===== src/rtl/afifo_pkte.sv =====
// Shared types and defaults for the FIFO write-port arbiter.
package afifo_pkte;

    // Word carried by each producer and written into the FIFO.
    typedef logic [7:0] data_ty;

    typedef enum logic {
        IDLE  = 1'b0,
        BURST = 1'b1
    } arb_state_t;

    localparam int unsigned ARB_NUM_REQ   = 4;
    localparam int unsigned ARB_MAX_BURST = 4;

endpackage


===== src/rtl/rr_pick.sv =====
// Rotating-priority encoder: returns the first set request at or above rr_ptr, wrapping.
module rr_pick #(
    parameter int unsigned NUM_REQ = 4,
    parameter int unsigned IDX_W   = $clog2(NUM_REQ)
) (
    input  logic [NUM_REQ-1:0] req,
    input  logic [IDX_W-1:0]   rr_ptr,
    output logic [IDX_W-1:0]   idx,
    output logic               any_req
);

    // Scan from the farthest position back to rr_ptr so the nearest set bit is written last.
    always_comb begin
        logic [IDX_W-1:0] pos;
        pos     = '0;
        idx     = '0;
        any_req = |req;
        for (int i = NUM_REQ - 1; i >= 0; i--) begin
            pos = IDX_W'((32'(rr_ptr) + 32'(i)) % NUM_REQ);
            if (req[pos]) begin
                idx = pos;
            end
        end
    end

endmodule


===== src/rtl/fifo_wr_arbiter.sv =====
// Round-robin arbiter sharing the FIFO write port among NUM_REQ valid/ready producers.
// Each grant lasts up to MAX_BURST pushes; a full FIFO stalls the burst without ending it.
// DATA_W must equal $bits(data_ty).
module fifo_wr_arbiter
    import afifo_pkte::*;
#(
    parameter int unsigned NUM_REQ   = ARB_NUM_REQ,
    parameter int unsigned DATA_W    = $bits(data_ty),
    parameter int unsigned MAX_BURST = ARB_MAX_BURST
) (
    input  logic                       wr_clk,
    input  logic                       wr_rst,
    input  logic [NUM_REQ-1:0]         req_valid,
    input  data_ty [NUM_REQ-1:0]       req_data,
    output logic [NUM_REQ-1:0]         req_ready,
    input  logic                       fifo_full,
    output logic                       fifo_wr_en,
    output logic [DATA_W-1:0]          fifo_wr_data,
    output logic [$clog2(NUM_REQ)-1:0] grant_id,
    output logic                       busy,
    output logic [15:0]                push_cnt
);

    localparam int unsigned IDX_W = $clog2(NUM_REQ);
    localparam int unsigned CNT_W = $clog2(MAX_BURST + 1);

    arb_state_t       state_q, state_d;
    logic [IDX_W-1:0] grant_q, grant_d;
    logic [IDX_W-1:0] rr_ptr_q, rr_ptr_d;
    logic [CNT_W-1:0] burst_cnt_q, burst_cnt_d;
    logic [15:0]      push_cnt_q, push_cnt_d;

    logic [IDX_W-1:0] pick_idx;
    logic             pick_any;

    rr_pick #(
        .NUM_REQ (NUM_REQ),
        .IDX_W   (IDX_W)
    ) u_rr_pick (
        .req     (req_valid),
        .rr_ptr  (rr_ptr_q),
        .idx     (pick_idx),
        .any_req (pick_any)
    );

    // Next-state and write-side outputs; handshake outputs are combinational from state.
    always_comb begin
        state_d      = state_q;
        grant_d      = grant_q;
        rr_ptr_d     = rr_ptr_q;
        burst_cnt_d  = burst_cnt_q;
        push_cnt_d   = push_cnt_q;
        req_ready    = '0;
        fifo_wr_en   = 1'b0;
        fifo_wr_data = '0;

        case (state_q)
            IDLE: begin
                if (pick_any) begin
                    state_d     = BURST;
                    grant_d     = pick_idx;
                    burst_cnt_d = '0;
                end
            end
            BURST: begin
                req_ready[grant_q] = !fifo_full;
                fifo_wr_en         = req_valid[grant_q] && !fifo_full;
                fifo_wr_data       = req_data[grant_q];
                if (fifo_wr_en) begin
                    burst_cnt_d = burst_cnt_q + 1'b1;
                    push_cnt_d  = push_cnt_q + 16'd1;
                end
                // A stalled last word keeps the burst open; only a real push can close it.
                if (!req_valid[grant_q] ||
                    (fifo_wr_en && (burst_cnt_q == CNT_W'(MAX_BURST - 1)))) begin
                    state_d  = IDLE;
                    rr_ptr_d = (grant_q == IDX_W'(NUM_REQ - 1)) ? '0 : grant_q + 1'b1;
                end
            end
            default: begin
                state_d = IDLE;
            end
        endcase
    end

    // State register with asynchronous active-low reset.
    always_ff @(posedge wr_clk or negedge wr_rst) begin
        if (!wr_rst) begin
            state_q     <= IDLE;
            grant_q     <= '0;
            rr_ptr_q    <= '0;
            burst_cnt_q <= '0;
            push_cnt_q  <= '0;
        end else begin
            state_q     <= state_d;
            grant_q     <= grant_d;
            rr_ptr_q    <= rr_ptr_d;
            burst_cnt_q <= burst_cnt_d;
            push_cnt_q  <= push_cnt_d;
        end
    end

    assign grant_id = grant_q;
    assign busy     = (state_q == BURST);
    assign push_cnt = push_cnt_q;

`ifndef SYNTHESIS
    a_no_write_when_full: assert property (@(posedge wr_clk) disable iff (!wr_rst)
        fifo_wr_en |-> !fifo_full);
    a_ready_onehot0: assert property (@(posedge wr_clk) disable iff (!wr_rst)
        $onehot0(req_ready));
`endif

endmodule


===== config.mk =====
export PLATFORM = sky130hd
export DESIGN_NAME = fifo_wr_arbiter
export DESIGN_NICKNAME = d
export VERILOG_FILES = /design/src/rtl/afifo_pkte.sv /design/src/rtl/rr_pick.sv /design/src/rtl/fifo_wr_arbiter.sv
export SDC_FILE = /design/constraint.sdc
export NUM_CORES = 1
export LEC_CHECK = 0
export ABC_AREA = 0
export CORE_UTILIZATION = 40
export DETAILED_ROUTE_END_ITERATION = 12
export GPL_TIMING_DRIVEN = 0
export PLACE_DENSITY_LB_ADDON = 0.2
export SLEW_MARGIN = 0
export SYNTH_ARGS = -nofsm -noshare
export SYNTH_HDL_FRONTEND = slang
export SYNTH_SLANG_ARGS = --single-unit

===== constraint.sdc =====
create_clock -name wr_clk -period 4.32 [get_ports wr_clk]
set_input_delay 1.296 -clock wr_clk [delete_from_list [all_inputs] [get_ports wr_clk]]
set_output_delay 1.296 -clock wr_clk [all_outputs]
set_load 0.01 [all_outputs]

# Word level (Yosys, flattened, before mapping)
# Index checks and enable logic that the tools add are counted.
# W data, S select, Z words.
[word_totals]
register_bits = 24
output_inout_bits = 32
wordCells = 62
[op_classes]
addsub = 6
n_lt_le_gt_ge = 6
n_eq_ne = 4
n_mux = 28
bitwise_logic = 2
reduce_logical = 11
[op_table]
columns = ["op", "count"]
rows = [
  ["$add A16 B1 Y16 const B", 1],
  ["$bmux W8 S2", 1],
  ["$mux W8", 2],
  ["$lt A2 B3 Y1 const B", 5],
  ["$bmux W1 S2", 5],
  ["$mux W2", 5],
  ["$mux W1", 9],
  ["$reduce_and A2 Y1", 4],
  ["$mux W3", 2],
  ["$pmux W3 S2", 1],
  ["$add A2 B1 Y2 const B", 2],
  ["$add A2 B2 Y2 const B", 2],
  ["$and A4 B4 Y4", 1],
  ["$mux W4", 1],
  ["$reduce_or A4 Y1", 1],
  ["$add A3 B1 Y3 const B", 1],
  ["$eq A3 B2 Y1 const B", 1],
  ["$logic_and A1 B1 Y1", 3],
  ["$demux W1 S2", 1],
  ["$eq A2 B2 Y1 const B", 1],
  ["$ge A2 B1 Y1 const B", 1],
  ["$logic_not A1 Y1", 2],
  ["$ne A2 B1 Y1 const B", 1],
  ["$ne A2 B2 Y1 const B", 1],
  ["other kinds (3)", 3],
]

# Longest topological paths before layout
[logic_depth]
depth_word = 7
depth_mapped = 6
mapped_depth_nobuf = 6

# Hierarchy
# A second synthesis with hierarchy kept.
[hier_totals]
hier_cells = 140
area_unflattened_um2 = 1535.2
[by_module_without_submodules]
columns = ["mod", "instances", "cells_per_inst", "area_per_inst_um2", "seq_area_each_um2"]
rows = [
  ["fifo_wr_arbiter", 1, 127, 1457.6, 600.6],
  ["rr_pick", 1, 13, 77.6, 0.0],
]

# Worst setup path after synthesis
# Ideal clock, no wire load.
[synth_path]
path_type = "in2out"
start = "input req_valid[3]"
end = "output fifo_wr_en"
arrival_time_ns = 2.002
required_ns = 3.024
slack_ns = 1.022
path_stages = 3
n_path_buf = 0
path_cell_list = "mux4_2 > nand2_2 > inv_2"
[synth_via]
elab_chain_len = 4
[synth_rtl]
columns = ["element", "line_no", "source"]
rows = [
  ["start, declared", "fifo_wr_arbiter.sv:13", "input logic [NUM_REQ-1:0] req_valid,"],
  ["$bmux W1 S2", "fifo_wr_arbiter.sv:67", "fifo_wr_en = req_valid[grant_q] && !fifo_full;"],
  ["$mux W1 (not written as such)", "fifo_wr_arbiter.sv:67", ""],
  ["$logic_and A1 B1 Y1", "fifo_wr_arbiter.sv:67", ""],
  ["$mux W1", "fifo_wr_arbiter.sv:57", "case (state_q)"],
  ["end, declared", "fifo_wr_arbiter.sv:17", "output logic fifo_wr_en,"],
]
# Every way passes these cells. The select of a mux whose other input is x is not followed.

# Final worst setup path
# Same ends and word-level chain as after synthesis.

==> impl_results.md <==
* Setup Skew at around 0.0033 ns
* Clock root cell: clkbuf_4
* Mapped Area at approximately 1500 um^2
* Slew HR at roughly a third
* Starting Density at 43.0%
* CP Launch Type: primary input
* 1st-pass router iterations at 4
* Core area at 3420 um^2
* Routed wire length at around 3.7 mm
* Die extent in y at approximately 63 um
* Hold Violations, Final at 0
* Final setup margin at between 0.06 and 0.07 ns
* Total power at about 0.0011 W
* Largest net degree at the start of global routing at 25
* Routed Antenna Nets at 0
* Total number of vias at 1326
* LEAKAGE at between 0.9 and 1 nW
* ANT cells at 0
* Clock latency at the later pin of the worst-skew pair at 0.30 ns
* Share of cells above drive strength 1 at around a tenth
* Pwr Density at roughly 470 nW/um^2
* Final Setup Violations at 0
* H-tree lvl count at 1
* Worst hold start: push_cnt[15]$_DFFE_PN0P_
* Flops & latches, synth at 24
* Post-synthesis sequential area ratio at ~41%
* Residual DRC at 0
* R2R Path Start: grant_id[1]$_DFFE_PN0P_
* Utilization after layout at 66.6%
* Worst hold path cell count at 1
* Min-delay worst type: reg2reg
* Final worst-path cycle share at a little over nine tenths
* Syn Inst Count at about 140
* Least-Margin Pin Slew at between 1 and 1.5 ns
* Critical path peak fanout at 7
* Clock period minus worst slack at between 4 and 5 ns
* PortBufs at 70
* Die width at roughly 63 um
* Layout area overhead at 54.8%
* Commonest non-fill, non-tap cell in the layout: clkdlybuf4s50_1
* Die ar. at slightly below 4000 um^2
* Reg clk slew, reported paths at roughly 0.12 ns
* Detailed Route Iter0 Violations at 45
* GRT Residual Overflow at 0
* Final number of max-transition violations at 0
* RSZ-0062 raised after global routing: no
* Kind of end point of the critical path: primary output
* Top cells by area, synth: dfrtp_1 (41%), mux4_2 (14%), ha_1 (6.0%), xor2_1 (6.0%), and2_1 (5.1%)
* DP Worst Slack at -0.0768 ns
* Kind of critical path: in2out
* CTS buffer count at 3
* Vias in the first global route at 1390
* Arrival time at the worst endpoint at ~3 ns
* I/O Pins at 71
* Initial antenna violation count at 0
* WP data required at roughly 3 ns
* Clock tree sinks at 24
* Syn avg cell area at between 10 and 15 um^2
* Synth top area share at 40.9%
* Unique masters post-synth at 30
* TritonCTS clock tree: yes
* Hold buffers post-CTS at 0
* Flop-to-flop setup slack at roughly 2.5 ns
* HPWL Detailed at 2.87 mm
* Yosys warns at 0
* Yosys top cell by area: dfrtp_1
* MaxCap Viol Count at 0
* Reg2reg end: push_cnt[7]$_DFFE_PN0P_
* Routability cong. at between 0.7 and 0.8
* Vias/cell at 5.14
* Longest Clk Path Bufs at 2
* Hold path endpoint: push_cnt[15]$_DFFE_PN0P_
* VDD IR max at a little over 0.3 mV
* Wire length per cell at 14.3 um
* Site Rows at 21
* Outcome: finished, final reports clean
* Gr usage total at around 20%
* Fin nets at 259
* Minimum hold slack at around 0.5 ns
* Worst Reg2Reg Path Length in Cells at 6
* Fill count at 278
* Syn Nets at about 180
* Most frequent cells in the layout: clkdlybuf4s50_1 (69), dfrtp_1 (24), nand2_1 (16)
* Fmax at about 230 MHz
* First-pass GRT wire length at about 6.3 mm
==> how the worst max path moves through the flow <==
| stage | start | to | cells past startpoint |
|---|---|---|---|
| 2_1_floorplan | req_valid[3] | fifo_wr_en | 3 |
| 3_3_place_gp | req_valid[0] | fifo_wr_en | 5 |
| 3_5_place_dp | req_valid[0] | fifo_wr_en | 5 |
| 4_1_cts | req_valid[3] | fifo_wr_en | 5 |
| 5_1_grt | req_valid[3] | fifo_wr_en | 5 |
| 6_report | req_valid[3] | fifo_wr_en | 5 |
==> routing by layer <==
metal,GRT usage (%),up-vias,wire (um)
li1,-,638,-
met1,25.3,629,1620
met2,36.0,57,1800
met3,2.74,2,254
met4,5.23,0,14
met5,0,-,0
==> layout make-up <==
type | instances | area [um^2] | share of cell area [%]
multi-input cells | 103 | 832 | 36.6
plain buffers | 4 | 20.0 | 0.880
well taps | 46 | 57.6 | 2.53
repair buffers | 71 | 707 | 31.1
inverters | 6 | 22.5 | 0.990
flip-flops and latches | 24 | 601 | 26.4
clock buffers | 4 | 36.3 | 1.59
==> flip-flops by register name, indices dropped and copies added (netlist names) <==
name and flops:
burst_cnt_q 3, busy 1, grant_id 2, push_cnt 16, rr_ptr_q 2
==> report_power, final <==
part	total (W)	switching, W	leakage [nW]	internal [W]
logic	0.000611	0.000252	0.649	0.000360
registers	0.000340	0.0000632	0.316	0.000277
clock network	0.000114	0.0000627	0.0210	0.0000514
total	0.00107	0.000378	0.986	0.000688
==> cell families (layout without fill, tap and decap cells) <==
group	Yosys count	after routing	share of synthesized area [%]
xor+xnor	15	15	8.94
compound gates	11	11	4.43
mux	12	12	16.0
flops	24	24	40.9
simple gates	58	58	20.9
buf+inv	10	85	2.89
fa+ha+maj	7	7	5.96
==> repair_timing <==
action	CTS	global route
setup endpoints to repair	1	0
resized for setup	2	0
setup buffers	1	0
==> worst max-delay path, cell delays in order <==
cell	delay, ns
clkdlybuf4s50_1	0.48
mux4_2	0.55
nand2_4	0.10
inv_2	0.07
clkdlybuf4s50_1	0.48
==> metrics by stage <==
step / setup TNS (ns) / instance area [um^2] / cells
after floorplan: 0 / 1470 / 137
after global placement: -0.0551 / 2230 / 253
after detailed placement: -0.0768 / 2230 / 253
after CTS: 0 / 2280 / 258
after global routing: 0 / 2280 / 258
final: 0 / 2280 / 258
==> synth_stat cells <==
cell and number:
a21oi_1 3, and2_1 12, and2b_1 1, and3_1 2, buf_2 1, buf_4 1, clkbuf_1 2, dfrtp_1 24
ha_1 7, inv_1 5, inv_2 1, mux2_2 2, mux2i_1 1, mux4_2 9, nand2_1 16, nand2_2 1
nand2b_1 2, nand3_1 5, nand4_1 5, nor2_1 5, nor3_1 2, nor3_2 1, nor4_1 5, o21a_1 2
o21ai_0 4, o22ai_1 1, o41ai_1 1, or4_1 1, xnor2_1 5, xor2_1 10
Power figures use the tool's default switching activity.
